<file path="src/rtl/uart_pkg.sv">
// rtl/uart_pkg.sv - shared types and constants for the UART transmit controller
// UART_TX_PARITY_EN selects the even-parity frame bit.
package uart_pkg;

  localparam int CLKS_PER_BIT_DEF = 868;
  localparam int DATA_W_DEF       = 8;
  localparam int BIT_CNT_W        = 4;

`ifdef UART_TX_PARITY_EN
  localparam int PARITY_BITS = 1;
`else
  localparam int PARITY_BITS = 0;
`endif

  typedef logic [2:0] tx_state_t;

  localparam tx_state_t ST_IDLE   = 3'd0;
  localparam tx_state_t ST_START  = 3'd1;
  localparam tx_state_t ST_DATA   = 3'd2;
  localparam tx_state_t ST_STOP   = 3'd3;
`ifdef UART_TX_PARITY_EN
  localparam tx_state_t ST_PARITY = 3'd4;
`endif

  function automatic int frame_bits(input int data_w, input int stop_bits);
    return 1 + data_w + PARITY_BITS + stop_bits;
  endfunction

endpackage

</file>
<file path="src/rtl/uart_baud_gen.sv">
// rtl/uart_baud_gen.sv - bit-time counter producing a one-cycle tick on its terminal count
module uart_baud_gen
  import uart_pkg::*;
#(
  parameter int CLKS_PER_BIT = CLKS_PER_BIT_DEF
) (
  input  logic clk,
  input  logic reset,
  input  logic clear,
  output logic bit_tick
);

  localparam int CNT_W = $clog2(CLKS_PER_BIT + 1);

  logic [CNT_W-1:0] cnt_q, cnt_d;

  assign bit_tick = (cnt_q == CNT_W'(CLKS_PER_BIT - 1));

  always_comb begin
    cnt_d = cnt_q;
    if (clear || bit_tick) begin
      cnt_d = '0;
    end else begin
      cnt_d = cnt_q + CNT_W'(1);
    end
  end

  always_ff @(posedge clk) begin
    if (reset) begin
      cnt_q <= '0;
    end else begin
      cnt_q <= cnt_d;
    end
  end

endmodule

</file>
<file path="src/rtl/uart_tx_ctrl.sv">
// rtl/uart_tx_ctrl.sv - UART transmit FSM, shift register and registered line select
// UART_TX_PARITY_EN adds an even-parity bit between data and stop.
module uart_tx_ctrl
  import uart_pkg::*;
#(
  parameter int CLKS_PER_BIT = CLKS_PER_BIT_DEF,
  parameter int DATA_W       = DATA_W_DEF,
  parameter int STOP_BITS    = 1
) (
  input  logic              clk,
  input  logic              reset,
  input  logic              tx_valid,
  input  logic [DATA_W-1:0] tx_data,
  output logic              tx_ready,
  output logic              tx_busy,
  output logic              tx_done,
  output logic              tx_out
);

  tx_state_t             state_q, state_d;
  logic [DATA_W-1:0]     shift_q, shift_d;
  logic [BIT_CNT_W-1:0]  bit_cnt_q, bit_cnt_d;
  logic                  tx_out_q, line_d;
  logic                  bit_tick;
  logic                  done_d;
`ifdef UART_TX_PARITY_EN
  logic                  par_q, par_d;
`endif

  // Counter is held at zero whenever idle so each frame starts on a clean bit time.
  uart_baud_gen #(.CLKS_PER_BIT(CLKS_PER_BIT)) u_baud (
    .clk      (clk),
    .reset    (reset),
    .clear    (state_q == ST_IDLE),
    .bit_tick (bit_tick)
  );

  assign tx_ready = (state_q == ST_IDLE);
  assign tx_busy  = ~tx_ready;
  assign tx_done  = done_d;
  assign tx_out   = tx_out_q;

  always_comb begin
    state_d   = state_q;
    shift_d   = shift_q;
    bit_cnt_d = bit_cnt_q;
    done_d    = 1'b0;
`ifdef UART_TX_PARITY_EN
    par_d     = par_q;
`endif
    case (state_q)
      ST_IDLE: begin
        if (tx_valid) begin
          shift_d   = tx_data;
          bit_cnt_d = '0;
          state_d   = ST_START;
`ifdef UART_TX_PARITY_EN
          par_d     = ^tx_data;
`endif
        end
      end
      ST_START: begin
        if (bit_tick) state_d = ST_DATA;
      end
      ST_DATA: begin
        if (bit_tick) begin
          shift_d = shift_q >> 1;
          if (bit_cnt_q == BIT_CNT_W'(DATA_W - 1)) begin
            bit_cnt_d = '0;
`ifdef UART_TX_PARITY_EN
            state_d   = ST_PARITY;
`else
            state_d   = ST_STOP;
`endif
          end else begin
            bit_cnt_d = bit_cnt_q + BIT_CNT_W'(1);
          end
        end
      end
`ifdef UART_TX_PARITY_EN
      ST_PARITY: begin
        if (bit_tick) state_d = ST_STOP;
      end
`endif
      ST_STOP: begin
        if (bit_tick) begin
          if (bit_cnt_q == BIT_CNT_W'(STOP_BITS - 1)) begin
            done_d    = 1'b1;
            bit_cnt_d = '0;
            state_d   = ST_IDLE;
          end else begin
            bit_cnt_d = bit_cnt_q + BIT_CNT_W'(1);
          end
        end
      end
      default: state_d = ST_IDLE;
    endcase
  end

  always_comb begin
    line_d = 1'b1;
    case (state_q)
      ST_START:  line_d = 1'b0;
      ST_DATA:   line_d = shift_q[0];
`ifdef UART_TX_PARITY_EN
      ST_PARITY: line_d = par_q;
`endif
      default:   line_d = 1'b1;
    endcase
  end

  always_ff @(posedge clk) begin
    if (reset) begin
      state_q   <= ST_IDLE;
      shift_q   <= '0;
      bit_cnt_q <= '0;
      tx_out_q  <= 1'b1;
`ifdef UART_TX_PARITY_EN
      par_q     <= 1'b0;
`endif
    end else begin
      state_q   <= state_d;
      shift_q   <= shift_d;
      bit_cnt_q <= bit_cnt_d;
      tx_out_q  <= line_d;
`ifdef UART_TX_PARITY_EN
      par_q     <= par_d;
`endif
    end
  end

endmodule

</file>
<file path="config.mk">
export PLATFORM = sky130hd
export DESIGN_NAME = uart_tx_ctrl
export DESIGN_NICKNAME = d
export VERILOG_FILES = /design/src/rtl/uart_pkg.sv /design/src/rtl/uart_baud_gen.sv /design/src/rtl/uart_tx_ctrl.sv
export SDC_FILE = /design/constraint.sdc
export NUM_CORES = 1
export LEC_CHECK = 0
export BUFFER_PORTS_ARGS = -buffer_cell sky130_fd_sc_hd__buf_2
export CORE_MARGIN = 2
export CORE_UTILIZATION = 57
export CTS_CLUSTER_SIZE = 8
export DETAILED_ROUTE_END_ITERATION = 8
export PLACE_DENSITY = 0.8
export SYNTH_ARGS = -nofsm -noshare
export SYNTH_HDL_FRONTEND = slang
export SYNTH_SLANG_ARGS = --single-unit
export TNS_END_PERCENT = 10
</file>
<file path="constraint.sdc">
create_clock -name clk -period 2.2 [get_ports clk]
set_input_delay 0.55 -clock clk [delete_from_list [all_inputs] [get_ports clk]]
set_output_delay 0.55 -clock clk [all_outputs]
set_load 0.05 [all_outputs]
</file>
==> run summary <==
The horizontal die dimension came out at between 50 and 60 um. The number of H-tree levels is 1. The number of optimization iterations in the first detailed-route pass is 4. The slew at the pin closest to its max-slew limit came out at 536.7 ps. The launch point of the worst path is u_baud.cnt_q[0]. The count of cell types in the netlist is 48. The reg-to-reg setup timing slack came out at 250 ps. The setup TNS is 0 ps.

The count of pins on the block boundary is 15. The maximum clock rate is about 470 MHz. Entering global routing, the biggest net connects 20 pins. Clock tree synthesis selected as its root buffer the cell sky130_fd_sc_hd__clkbuf_4. The number of nets in the layout is 186.

After detailed routing, the number of remaining DRC violations is 0. The headroom to the max-slew limit came out at 64.22%. The worst setup path is of the reg -> out kind.

The proportion of netlist area held by the largest area contributor came out at 35.81%. The worst hold margin came out at ~510 ps. The post-synth design cell area came out at 1398 um2. For this configuration, the core starts out at a cell density of between 60% and 70%. Sorting the synthesized cells by area gives the leading types as sky130_fd_sc_hd__dfxtp_1 36%, sky130_fd_sc_hd__a311oi_2 6.4%, sky130_fd_sc_hd__ha_1 6.3%. For this design the static power due to leakage is 0.5880 nW. The total global routing track utilization is 22.14%. Buffers placed on the I/O ports in this run total 14.

The number of synthesized register bits is 25. The first global-routing pass estimated 4636 um of wire. The number of vias after detailed routing is 1188. The filler cell count in the final layout is 196. The die span in y came out at 53.52 um. Setup repair after global routing left no endpoint under its margin.

The kind of path behind the tightest hold check is in -> reg. Across the run, the number of max-cap violations was 0. The synthesized design spends more area on one cell type than any other, namely sky130_fd_sc_hd__dfxtp_1. The synthesized netlist cell count is 149. The count of endpoints failing hold in the final timing report came to 0. The overall overflow remaining after global route came out at 0. The post-route netlist has 23.35% of its cells at a drive strength greater than 1.

The max-slew violation count is 0. The post-layout utilization of the core is 69.70%. TritonCTS built the clock tree. The number of antenna violations at the first check in global routing is 0. In this run the remaining antenna-violating nets after routing total 0.

The number of cells traversed by the worst register-to-register path is 6. The number of global-route vias before repair is 1093. 0 antenna diodes ended up in the layout.

The placed wire-length estimate after detailed placement is 2025 um. The worst setup path is captured at a primary output. Clock latency on the worst-skew pair, taken at its later pin, is roughly 320 ps. The peak fanout along the critical path is 3. After floorplanning, the core was sized to cover 2255 um2. The mean instance size in the synthesized netlist is between 9 and 10 um2.

STA classifies the critical path startpoint as a register. The capturing instance or port of the critical path is tx_done. The clock slew at the register clock pins of the worst setup and hold paths came out at 140 ps.

The number of nets in the synthesized netlist is roughly 170. In this run the deepest clock path goes through 2 buffers. The flow ran to the end, and the final reports show no timing, DRC or antenna violations.

Dividing total power by cell area gives a power density of 1091 nW/um2. The worst reg2reg path startpoint is state_q[0]. The total design power came out at 1.714 mW. The worst path needs 2145 ps of the cycle, external delays included. The arrival time at the worst endpoint came out at around 1600 ps. In the routed layout, each cell is associated on average with a via count of slightly above 6. Setup violations remaining at the end of the flow were counted as 0. The area growth from synthesis to layout came out at 12.44%. In this run, CTS created clock tree buffers numbering 3. The worst clock skew on the final layout is 2.467 ps. For this block, the routed nets add up to 2924 um of wire. At the end of routability-driven placement, the weighted congestion stood at a little over 0.8. The count of flip-flops with a built-in enable after synthesis came out at 0. Clock tree synthesis found a total of 25 sinks. The async set-or-reset flop fraction in the synthesized netlist is 0%.

The die footprint came out at 2864 um2. The number of core rows is 17. The sequential fraction of the synthesis area came out at 35.81%. The worst register-to-register path ends at shift_q[3].

For this design, the CTS-stage hold fixing added 0 buffers. IR analysis of the VDD net gives a maximum drop of 0.0008154 V. The average wire per cell in the routed design is 14.99 um. In this run, the number of DRC markers left after iteration 0 of detailed routing was 47.

The most used flip-flop cell after synthesis is sky130_fd_sc_hd__dfxtp_1. The count of synthesis-stage warnings from yosys is 0. The final worst-path cycle share came out at 97.51%. STA puts the critical path data required time at ~1700 ps.
## cell type report
type                    instances  area (um2)  share of cell area [%]
multi-input cells             107       839.6                   53.42
flip-flops and latches         25       503.0                   32.01
repair buffers                 21       128.9                   8.201
inverters                      10       37.54                   2.389
well taps                      28       35.03                   2.229
clock buffers                   3       22.52                   1.433
clock inverters                 1       5.005                  0.3185
## repair_timing
action / in CTS / in global routing
setup buffers: 3 / 1
endpoints found under the setup margin: 1 / 1
pin swaps: 1 / 1
gates resized for setup: 6 / 1
## worst max-delay path: stages, from the launching register on
cell                      delay, ps
sky130_fd_sc_hd__dfxtp_2        380
sky130_fd_sc_hd__ha_4           150
sky130_fd_sc_hd__nor3b_4        180
sky130_fd_sc_hd__and3_4         210
sky130_fd_sc_hd__and4_1         200
sky130_fd_sc_hd__buf_6          160
## layout by cell type, fill, tap and decap left out, types with 2 or more instances in the layout
cell type and instances:
sky130_fd_sc_hd__a21oi_1 12, sky130_fd_sc_hd__a311oi_2 6, sky130_fd_sc_hd__a32o_1 2, sky130_fd_sc_hd__and2_1 2, sky130_fd_sc_hd__and3_1 2, sky130_fd_sc_hd__and4_1 2, sky130_fd_sc_hd__buf_2 13, sky130_fd_sc_hd__buf_4 7
sky130_fd_sc_hd__clkbuf_4 3, sky130_fd_sc_hd__dfxtp_1 23, sky130_fd_sc_hd__dfxtp_2 2, sky130_fd_sc_hd__ha_1 6, sky130_fd_sc_hd__inv_1 10, sky130_fd_sc_hd__mux2i_1 8, sky130_fd_sc_hd__nand2_1 5, sky130_fd_sc_hd__nand2b_1 2
sky130_fd_sc_hd__nand3_1 3, sky130_fd_sc_hd__nand4_1 3, sky130_fd_sc_hd__nand4b_1 2, sky130_fd_sc_hd__nor2_1 14, sky130_fd_sc_hd__nor2b_1 3, sky130_fd_sc_hd__nor3_1 2, sky130_fd_sc_hd__o221ai_1 2, sky130_fd_sc_hd__xnor2_1 3
sky130_fd_sc_hd__xor2_1 5
## cell families (layout without fill, tap and decap cells)
group | count (synthesis) | after routing | share of synthesized area, %
AND/OR/NAND/NOR | 51 | 51 | 21.93
AO/OA/AOI/OAI | 33 | 33 | 19.79
flip-flops | 25 | 25 | 35.81
buffers and inverters | 17 | 35 | 5.461
XOR/XNOR | 8 | 8 | 5.014
multiplexers | 8 | 8 | 5.730
adder cells (fa/ha/maj) | 7 | 7 | 6.266
## per-layer routing
layer / GRT usage, % / share of wire [%] / up-vias
li1: - / - / 586
met1: 27.26 / 47 / 568
met2: 38.89 / 49 / 29
met3: 2.542 / 2.8 / 5
met4: 8.974 / 1.1 / 0
met5: 0 / 0 / -
## where the power goes
part,internal [mW],switching (mW)
combinational,0.331,0.559
sequential,0.556,0.0575
clock,0.0682,0.142
total,0.956,0.758
## worst min path at each step
stage,start,end,slack (ps),cells past startpoint
floorplan,u_baud.cnt_q[0],u_baud.cnt_q[0],430,1
global placement,u_baud.cnt_q[0],u_baud.cnt_q[0],440,1
detailed placement,u_baud.cnt_q[0],u_baud.cnt_q[0],460,1
CTS,tx_data[7],shift_q[7],500,3
global route,tx_data[7],shift_q[7],540,3
finish,tx_data[7],shift_q[7],510,3
## registers in the layout (all words and copies together) (netlist names)
register / count
bit_cnt_q: 4
u_baud.cnt_q: 10
shift_q: 8
state_q: 2
tx_out: 1
## through the flow
stage	cell area, um2	setup slack [ps]	cells
after floorplan	1398	152.9	149
after detailed placement	1486	113.1	187
after CTS	1554	14.43	194
final	1572	54.83	195
after global routing	1572	0.1167	195
after global placement	1486	170.1	187
## synthesized netlist by cell type (2+ instances only)
library cell	count
sky130_fd_sc_hd__xor2_1	5
sky130_fd_sc_hd__ha_1	7
sky130_fd_sc_hd__dfxtp_1	25
sky130_fd_sc_hd__inv_1	10
sky130_fd_sc_hd__a32o_1	2
sky130_fd_sc_hd__and3_1	2
sky130_fd_sc_hd__nor3_1	2
sky130_fd_sc_hd__mux2i_1	8
sky130_fd_sc_hd__o221ai_1	2
sky130_fd_sc_hd__xnor2_1	3
sky130_fd_sc_hd__nand4b_1	2
sky130_fd_sc_hd__nand3_1	3
sky130_fd_sc_hd__nand2b_1	2
sky130_fd_sc_hd__and2_1	2
sky130_fd_sc_hd__clkbuf_1	3
sky130_fd_sc_hd__and4_1	2
sky130_fd_sc_hd__nor2_1	14
sky130_fd_sc_hd__nand4_1	3
sky130_fd_sc_hd__a311oi_2	6
sky130_fd_sc_hd__nor2b_1	3
sky130_fd_sc_hd__a21oi_1	12
sky130_fd_sc_hd__nand2_1	5
No activity file was read; power rests on OpenSTA's default activity.
